===== src/rtl/program_counter_fetch.sv =====
// Fetch-stage PC unit: 64-bit PC, next-PC selection (PC+4 / B / CBZ / CBNZ / BR) and BOOT/RUN/HALT run control.
// Optional: define PC_ALIGN_CHECK_EN to add a sticky 'fault' output that halts on a misaligned BR target.
module program_counter_fetch #(
    parameter logic [63:0] RESET_PC = 64'h0,
    parameter logic [63:0] IM_BYTES = 64'd128
) (
    input  logic        clk,
    input  logic        reset,
    input  logic        stall,
    input  logic        halt_req,
    input  logic        br_uncond,
    input  logic        br_cbz,
    input  logic        br_cbnz,
    input  logic        br_reg,
    input  logic        zero,
    input  logic [25:0] imm26,
    input  logic [18:0] imm19,
    input  logic [63:0] reg_target,
    output logic [61:0] direccion,
    output logic [63:0] pc,
    output logic [63:0] pc_plus4,
    output logic        fetch_valid,
    output logic        taken,
`ifdef PC_ALIGN_CHECK_EN
    output logic        fault,
`endif
    output logic        halted
);

    typedef enum logic [1:0] {
        ST_BOOT,
        ST_RUN,
        ST_HALT
    } state_t;

    state_t      state_reg, state_next;
    logic [63:0] pc_reg, pc_next;
    logic [63:0] off26, off19, reg_dest, sel_pc;
    logic        cond_taken, any_branch, run_go, misaligned, out_of_range;
`ifdef PC_ALIGN_CHECK_EN
    logic        fault_reg, fault_next;
`endif

    // Branch offsets are word counts; append two zero bits after sign extension.
    assign off26 = {{36{imm26[25]}}, imm26, 2'b00};
    assign off19 = {{43{imm19[18]}}, imm19, 2'b00};

`ifdef PC_ALIGN_CHECK_EN
    assign reg_dest = reg_target;
`else
    assign reg_dest = reg_target & ~64'h3;
`endif

    assign cond_taken = (br_cbz & zero) | (br_cbnz & ~zero);
    assign any_branch = br_reg | br_uncond | cond_taken;
    assign run_go     = (state_reg == ST_RUN) && !reset && !stall && !halt_req;

    always_comb begin
        sel_pc = pc_reg + 64'd4;
        if (br_reg)
            sel_pc = reg_dest;
        else if (br_uncond)
            sel_pc = pc_reg + off26;
        else if (cond_taken)
            sel_pc = pc_reg + off19;
    end

`ifdef PC_ALIGN_CHECK_EN
    assign misaligned = (sel_pc[1:0] != 2'b00);
`else
    assign misaligned = 1'b0;
`endif
    assign out_of_range = (sel_pc >= IM_BYTES);

    always_comb begin
        state_next = state_reg;
        pc_next    = pc_reg;
`ifdef PC_ALIGN_CHECK_EN
        fault_next = fault_reg;
`endif
        case (state_reg)
            ST_BOOT: begin
                if (!stall)
                    state_next = ST_RUN;
            end
            ST_RUN: begin
                if (halt_req) begin
                    state_next = ST_HALT;
                end else if (!stall) begin
                    // Out-of-bounds or misaligned targets stop the core with pc on the last executed instruction.
                    if (misaligned) begin
                        state_next = ST_HALT;
`ifdef PC_ALIGN_CHECK_EN
                        fault_next = 1'b1;
`endif
                    end else if (out_of_range) begin
                        state_next = ST_HALT;
                    end else begin
                        pc_next = sel_pc;
                    end
                end
            end
            default: begin
                state_next = ST_HALT;
            end
        endcase
    end

    always_ff @(posedge clk) begin
        if (reset) begin
            state_reg <= ST_BOOT;
            pc_reg    <= RESET_PC;
        end else begin
            state_reg <= state_next;
            pc_reg    <= pc_next;
        end
    end

`ifdef PC_ALIGN_CHECK_EN
    always_ff @(posedge clk) begin
        if (reset)
            fault_reg <= 1'b0;
        else
            fault_reg <= fault_next;
    end
    assign fault = fault_reg;
`endif

    assign pc          = pc_reg;
    assign direccion   = pc_reg[63:2];
    assign pc_plus4    = pc_reg + 64'd4;
    assign fetch_valid = (state_reg == ST_RUN) && !reset && !stall;
    assign taken       = run_go && any_branch;
    assign halted      = (state_reg == ST_HALT);

endmodule


===== config.mk =====
export PLATFORM = sky130hd
export DESIGN_NAME = program_counter_fetch
export DESIGN_NICKNAME = d
export VERILOG_FILES = /design/src/rtl/program_counter_fetch.sv
export SDC_FILE = /design/constraint.sdc
export NUM_CORES = 1
export LEC_CHECK = 0
export ABC_AREA = 0
export CAP_MARGIN = 20
export CELL_PAD_IN_SITES_DETAIL_PLACEMENT = 1
export CELL_PAD_IN_SITES_GLOBAL_PLACEMENT = 1
export CORE_MARGIN = 3
export CORE_UTILIZATION = 40
export DETAILED_ROUTE_END_ITERATION = 12
export HOLD_SLACK_MARGIN = 0.06
export PLACE_DENSITY_LB_ADDON = 0.1
export SLEW_MARGIN = 20
export SYNTH_ARGS = -nofsm -noshare
export SYNTH_HDL_FRONTEND = slang
export SYNTH_SLANG_ARGS = --single-unit

===== constraint.sdc =====
create_clock -name clk -period 15.45 [get_ports clk]
set_clock_uncertainty 0.2 [all_clocks]
set_input_delay 3.09 -clock clk [delete_from_list [all_inputs] [get_ports clk]]
set_output_delay 3.09 -clock clk [all_outputs]
set_load 0.03 [all_outputs]

Word-level counts from Yosys, hierarchy flattened
Cells that the tools add are included.

storage, ports and cells
  register bits after elaboration = 66
  output and inout bits = 193

operators by class
  $add $sub $neg = 3
  magnitude comparators = 1
  eq/ne operators = 5
  mux-type cells = 8
  bitwise gates (word level) = 9
  reductions and logical operators = 10

operators with widths
  operator                                              number
  2-to-1 mux 64 bit                                     3
  adder 64 bit                                          2
  adder 64 x 3 -> 64 bit, second input constant         1
  >= comparator 64 x 8 -> 1 bit, second input constant  1
  2-to-1 mux 2 bit                                      4
  != test 3 bit, second input constant                  2
  logical AND 1 bit                                     4
  inverter 1 bit                                        4
  case mux 2 bit (2 select lines)                       1
  AND reduction 4 bit                                   1
  logical NOT 1 bit                                     3
  bitwise OR 1 bit                                      3
  AND reduction 3 bit                                   1
  AND 1 bit                                             2
  equality test 2 x 1 -> 1 bit, second input constant   1
  equality test 2 bit, second input constant            1
  logical NOT 2 bit                                     1
  != test 2 bit, second input constant                  1

Depth between registers and ports, before layout
  depth in word-level cells = 11
  mapped depth = 18
  gate-level depth less buffers = 16

Least setup slack after synthesis
Ideal clock, no wire load.

  kind = input -> output
  from = input reset
  to = output taken
  arrival = 4.844 ns
  setup slack = 7.316 ns
  cell stages on the path = 3
  path buffers = 1
  cell sequence = clkbuf_1 > nor3_1 > nor3b_1

on the way
  cells in the longest elaborated chain, start to end = 5

RTL lines
  item                            RTL line  source
  start: declaration              8         input logic reset,
  logical NOT 1 bit               -
  logical AND 1 bit (2 in a row)  -
  net fetch_valid                 22        output logic fetch_valid,
  logical AND 1 bit               56        assign run_go = (state_reg == ST_RUN) && !reset && !stall && !halt_req;
  logical AND 1 bit               133       assign taken = run_go && any_branch;
  end: declaration                23        output logic taken,

The timed path passes the listed nets, and every way through them passes these cells.

Worst setup path after layout
  from = input imm19[18]
  to = register pc_reg[3], in the netlist pc[3]

on the way
  cells in the longest elaborated chain, start to end = 7

RTL lines
  item                                  RTL line  source
  start: declaration                    17        input logic [18:0] imm19,
  adder 64 bit                          65        sel_pc = pc_reg + off19;
  2-to-1 mux 64 bit                     64        else if (cond_taken)
  2-to-1 mux 64 bit                     62        else if (br_uncond)
  2-to-1 mux 64 bit                     60        if (br_reg)
  >= comparator 64 x 8 -> 1 bit         73        assign out_of_range = (sel_pc >= IM_BYTES);
  inverter 1 bit (no source line)       -
  AND reduction 4 bit (no source line)  -
  end signal: assignment                115       pc_reg <= pc_next;
  end: declaration                      37        logic [63:0] pc_reg, pc_next;

Every way passes these cells.
A chain may end at the register's enable or synchronous reset.

==> impl_results.md <==
- Main combinational cell family by area after synthesis: simple AND/OR/NAND/NOR gates
- Core Rows: 67
- Mapped Cells: 2,116
- Drt drc: 0
- Drt first pass iters: 7
- Detailed Route WL: 79,100 um
- Num CTS Buffers: 9
- Clock transition at path regs: 70 ps
- Reg-to-reg setup timing slack: 9030 ps
- GR Overflow Total: 0
- Min cycle time layout: 9070 ps
- Crit end category: flip-flop
- R2R Path Start: pc[8]$_SDFFE_PP0P_
- Post-CTS sizing: 0
- Critical Path End: pc[3]$_SDFFE_PP0P_
- Die area: 37,300 um^2
- Post-Syn Area: 14,000 um^2
- Via Count: 18,600
- Slew HR: 0.254
- Cell depth of the worst flop-to-flop path: 14
- WP data required: 15,490 ps
- Hold buffers post-CTS: 0
- Fin cells: 2,751
- Max Clk Rate: 0.110 GHz
- Most frequent cells in the layout: 307 x clkdlybuf4s50_1, 246 x nand2_1, 234 x a21oi_1
- Largest net degree at the start of global routing: 58
- Clk sinks: 66
- Final TNS setup: 0 ps
- Final period util: 0.587
- Initial core utilization: 0.411
- Gr usage total: 0.412
- Final HPWL from detailed placement: 64,600 um
- Critical path arrival: 9110 ps
- Sequential area share after synthesis: 0.0943
- Initial antenna violation count: 0
- Max FFs per register: 64
- XOR/XNOR Fraction of Synth Area: 0.0857
- Leak: 6.49 nW
- RSZ-0062 raised after global routing: false
- Worst VDD drop: 50.8 uV
- Post-synth EDFFs: 0
- CP max FO: 44
- I/O Buffers: 308
- Diode count: 0
- Synth Area in Simple Gates: 0.312
- Share of cells above drive strength 1: 0.0373
- Ys flop type: dfxtp_1
- Placed Cells: 2,735
- CTS tree: done
- Startpoint types: input pin
- Yosys warnings: 0
- GP Congestion: 1.03
- Ys async rst share: 0
- Area Overhead vs Synth: 23.3%
- ANT nets after route: 0
- Syn_area_per_cell: 6.62 um^2
- Syn_nets: 2,359
- Vias in the first global route: 18,700
- Clk_lat worst skew: 360 ps
- P per Cell Area: 33.9 nW/um^2
- Max Cap Viol: 0
- # fillers: 4,440
- DRT iter0 DRCs: 1,754
- First-pass GRT wire length: 117,000 um
- Fin. Hold Viols: 0
- Yosys cell types: 81
- CP Class: in -> reg
- CTS H-tree lvls: 3
- DR vias/cell: 6.76
- Clk root buf: clkbuf_16
- Die width: 193 um
- Post-CTS setup buffers: 0
- Status: finished, final reports clean
- Multiplexer area fraction after synthesis: 0.0172
- Synth Area in Compound Gates: 0.301
- Most common cell after layout, fill and taps aside: clkdlybuf4s50_1
- Synthesized flop and latch total: 66
- Routed len/inst: 28.8 um
- I/O Pins: 311
- Final setup viols: 0
- Core Area: 34,000 um^2
- Worst hold slack: 291 ps
- Clock Path Buffers: 2
- Synth Area in Adders: 0.113
- Worst-margin pin slew: 1100 ps
- Worst Setup SP: imm19[18]
- Tightest Hold Check Type: reg -> reg
- Pins Over Slew Limit: 0
- Final-stage net count: 2,541
- Die Ht: 193 um
- Capturing point of the worst reg2reg path: pc[3]$_SDFFE_PP0P_
metrics by stage:
stage | total power [mW] | area [um^2] | worst slack [ps] | utilization
2_1_floorplan | 0.286 | 14000 | 7320 | -
3_3_place_gp | 0.374 | 17000 | 6370 | 0.499
3_5_place_dp | 0.378 | 17000 | 6220 | 0.499
4_1_cts | 0.578 | 17300 | 6550 | 0.507
5_1_grt | 0.605 | 17300 | 6140 | 0.507
6_report | 0.586 | 17300 | 6380 | 0.507
cell families after synthesis:
group	count (synthesis)
simple gates	882
buf+inv	212
fa+ha+maj	125
mux	23
flops	66
compound gates	671
xor+xnor	137
layer usage:
| metal | global-route usage | part of all wire | vias to the layer above |
|---|---|---|---|
| met3 | 0.0879 | 0.096 | 299 |
| met5 | 0 | 0 | - |
| met2 | 0.662 | 0.44 | 1112 |
| met4 | 0.246 | 0.075 | 0 |
| met1 | 0.505 | 0.39 | 8969 |
| li1 | - | - | 8230 |
final cells by class:
| cell class | count | area, um^2 | area share |
|---|---|---|---|
| multi-input combinational | 1838 | 11600 | 0.674 |
| sequential | 66 | 1320 | 0.0765 |
| clock inverter | 7 | 51.3 | 0.00297 |
| tap | 448 | 561 | 0.0325 |
| timing repair buffer | 339 | 3310 | 0.192 |
| inverter | 44 | 165 | 0.00957 |
| clock buffer | 9 | 225 | 0.0130 |
where the power goes:
| part | switching [mW] | internal (mW) |
|---|---|---|
| Clock | 0.0937 | 0.110 |
| Combinational | 0.134 | 0.0770 |
| Sequential | 0.000833 | 0.171 |
how the worst min path moves through the flow:
stage | from | end | cells after the start
finish | pc[0]$_SDFFE_PP0P_ | pc[0]$_SDFFE_PP0P_ | 1
global route | pc[0]$_SDFFE_PP0P_ | pc[0]$_SDFFE_PP0P_ | 1
CTS | pc[0]$_SDFFE_PP0P_ | pc[0]$_SDFFE_PP0P_ | 1
detailed placement | pc[0]$_SDFFE_PP0P_ | pc[0]$_SDFFE_PP0P_ | 1
global placement | pc[0]$_SDFFE_PP0P_ | pc[0]$_SDFFE_PP0P_ | 1
floorplan | state_reg[1]$_SDFFE_PP0P_ | state_reg[1]$_SDFFE_PP0P_ | 2
cells in the mapped netlist (10+ instances only):
library cell	number	area, um^2
nand4_1	98	613
o31ai_1	19	143
nor2_1	197	739
and2_1	69	432
xor2_1	53	464
dfxtp_1	66	1320
and3_1	23	144
o21ai_0	159	796
o2111ai_1	12	105
mux2i_1	14	140
nor4_1	34	213
xnor2_1	84	736
or3_1	19	119
inv_1	43	161
a211oi_1	25	188
and4_1	10	87.6
nand2_1	246	923
nor2b_1	11	68.8
nand3_1	60	300
or4_1	11	82.6
o211ai_1	17	128
a21o_1	25	188
buf_4	64	480
nand2b_1	14	87.6
buf_2	10	50.1
a31oi_1	22	138
nor3_1	60	300
o22ai_1	14	87.6
a21oi_1	235	1180
ha_1	123	1540
o21a_1	23	173
clkbuf_1	86	323
critical path, stage by stage:
cell,delay [ps]
buf_2,750
ha_1,550
nand4_1,400
nor3_1,260
a22oi_1,120
a41oi_1,450
mux2_2,440
a221oi_1,200
nor4b_1,570
nand4_1,130
or4_1,560
or4_4,560
nor3b_2,320
nand2_1,310
mux2_2,370
No activity file was read; power rests on OpenSTA's default activity.
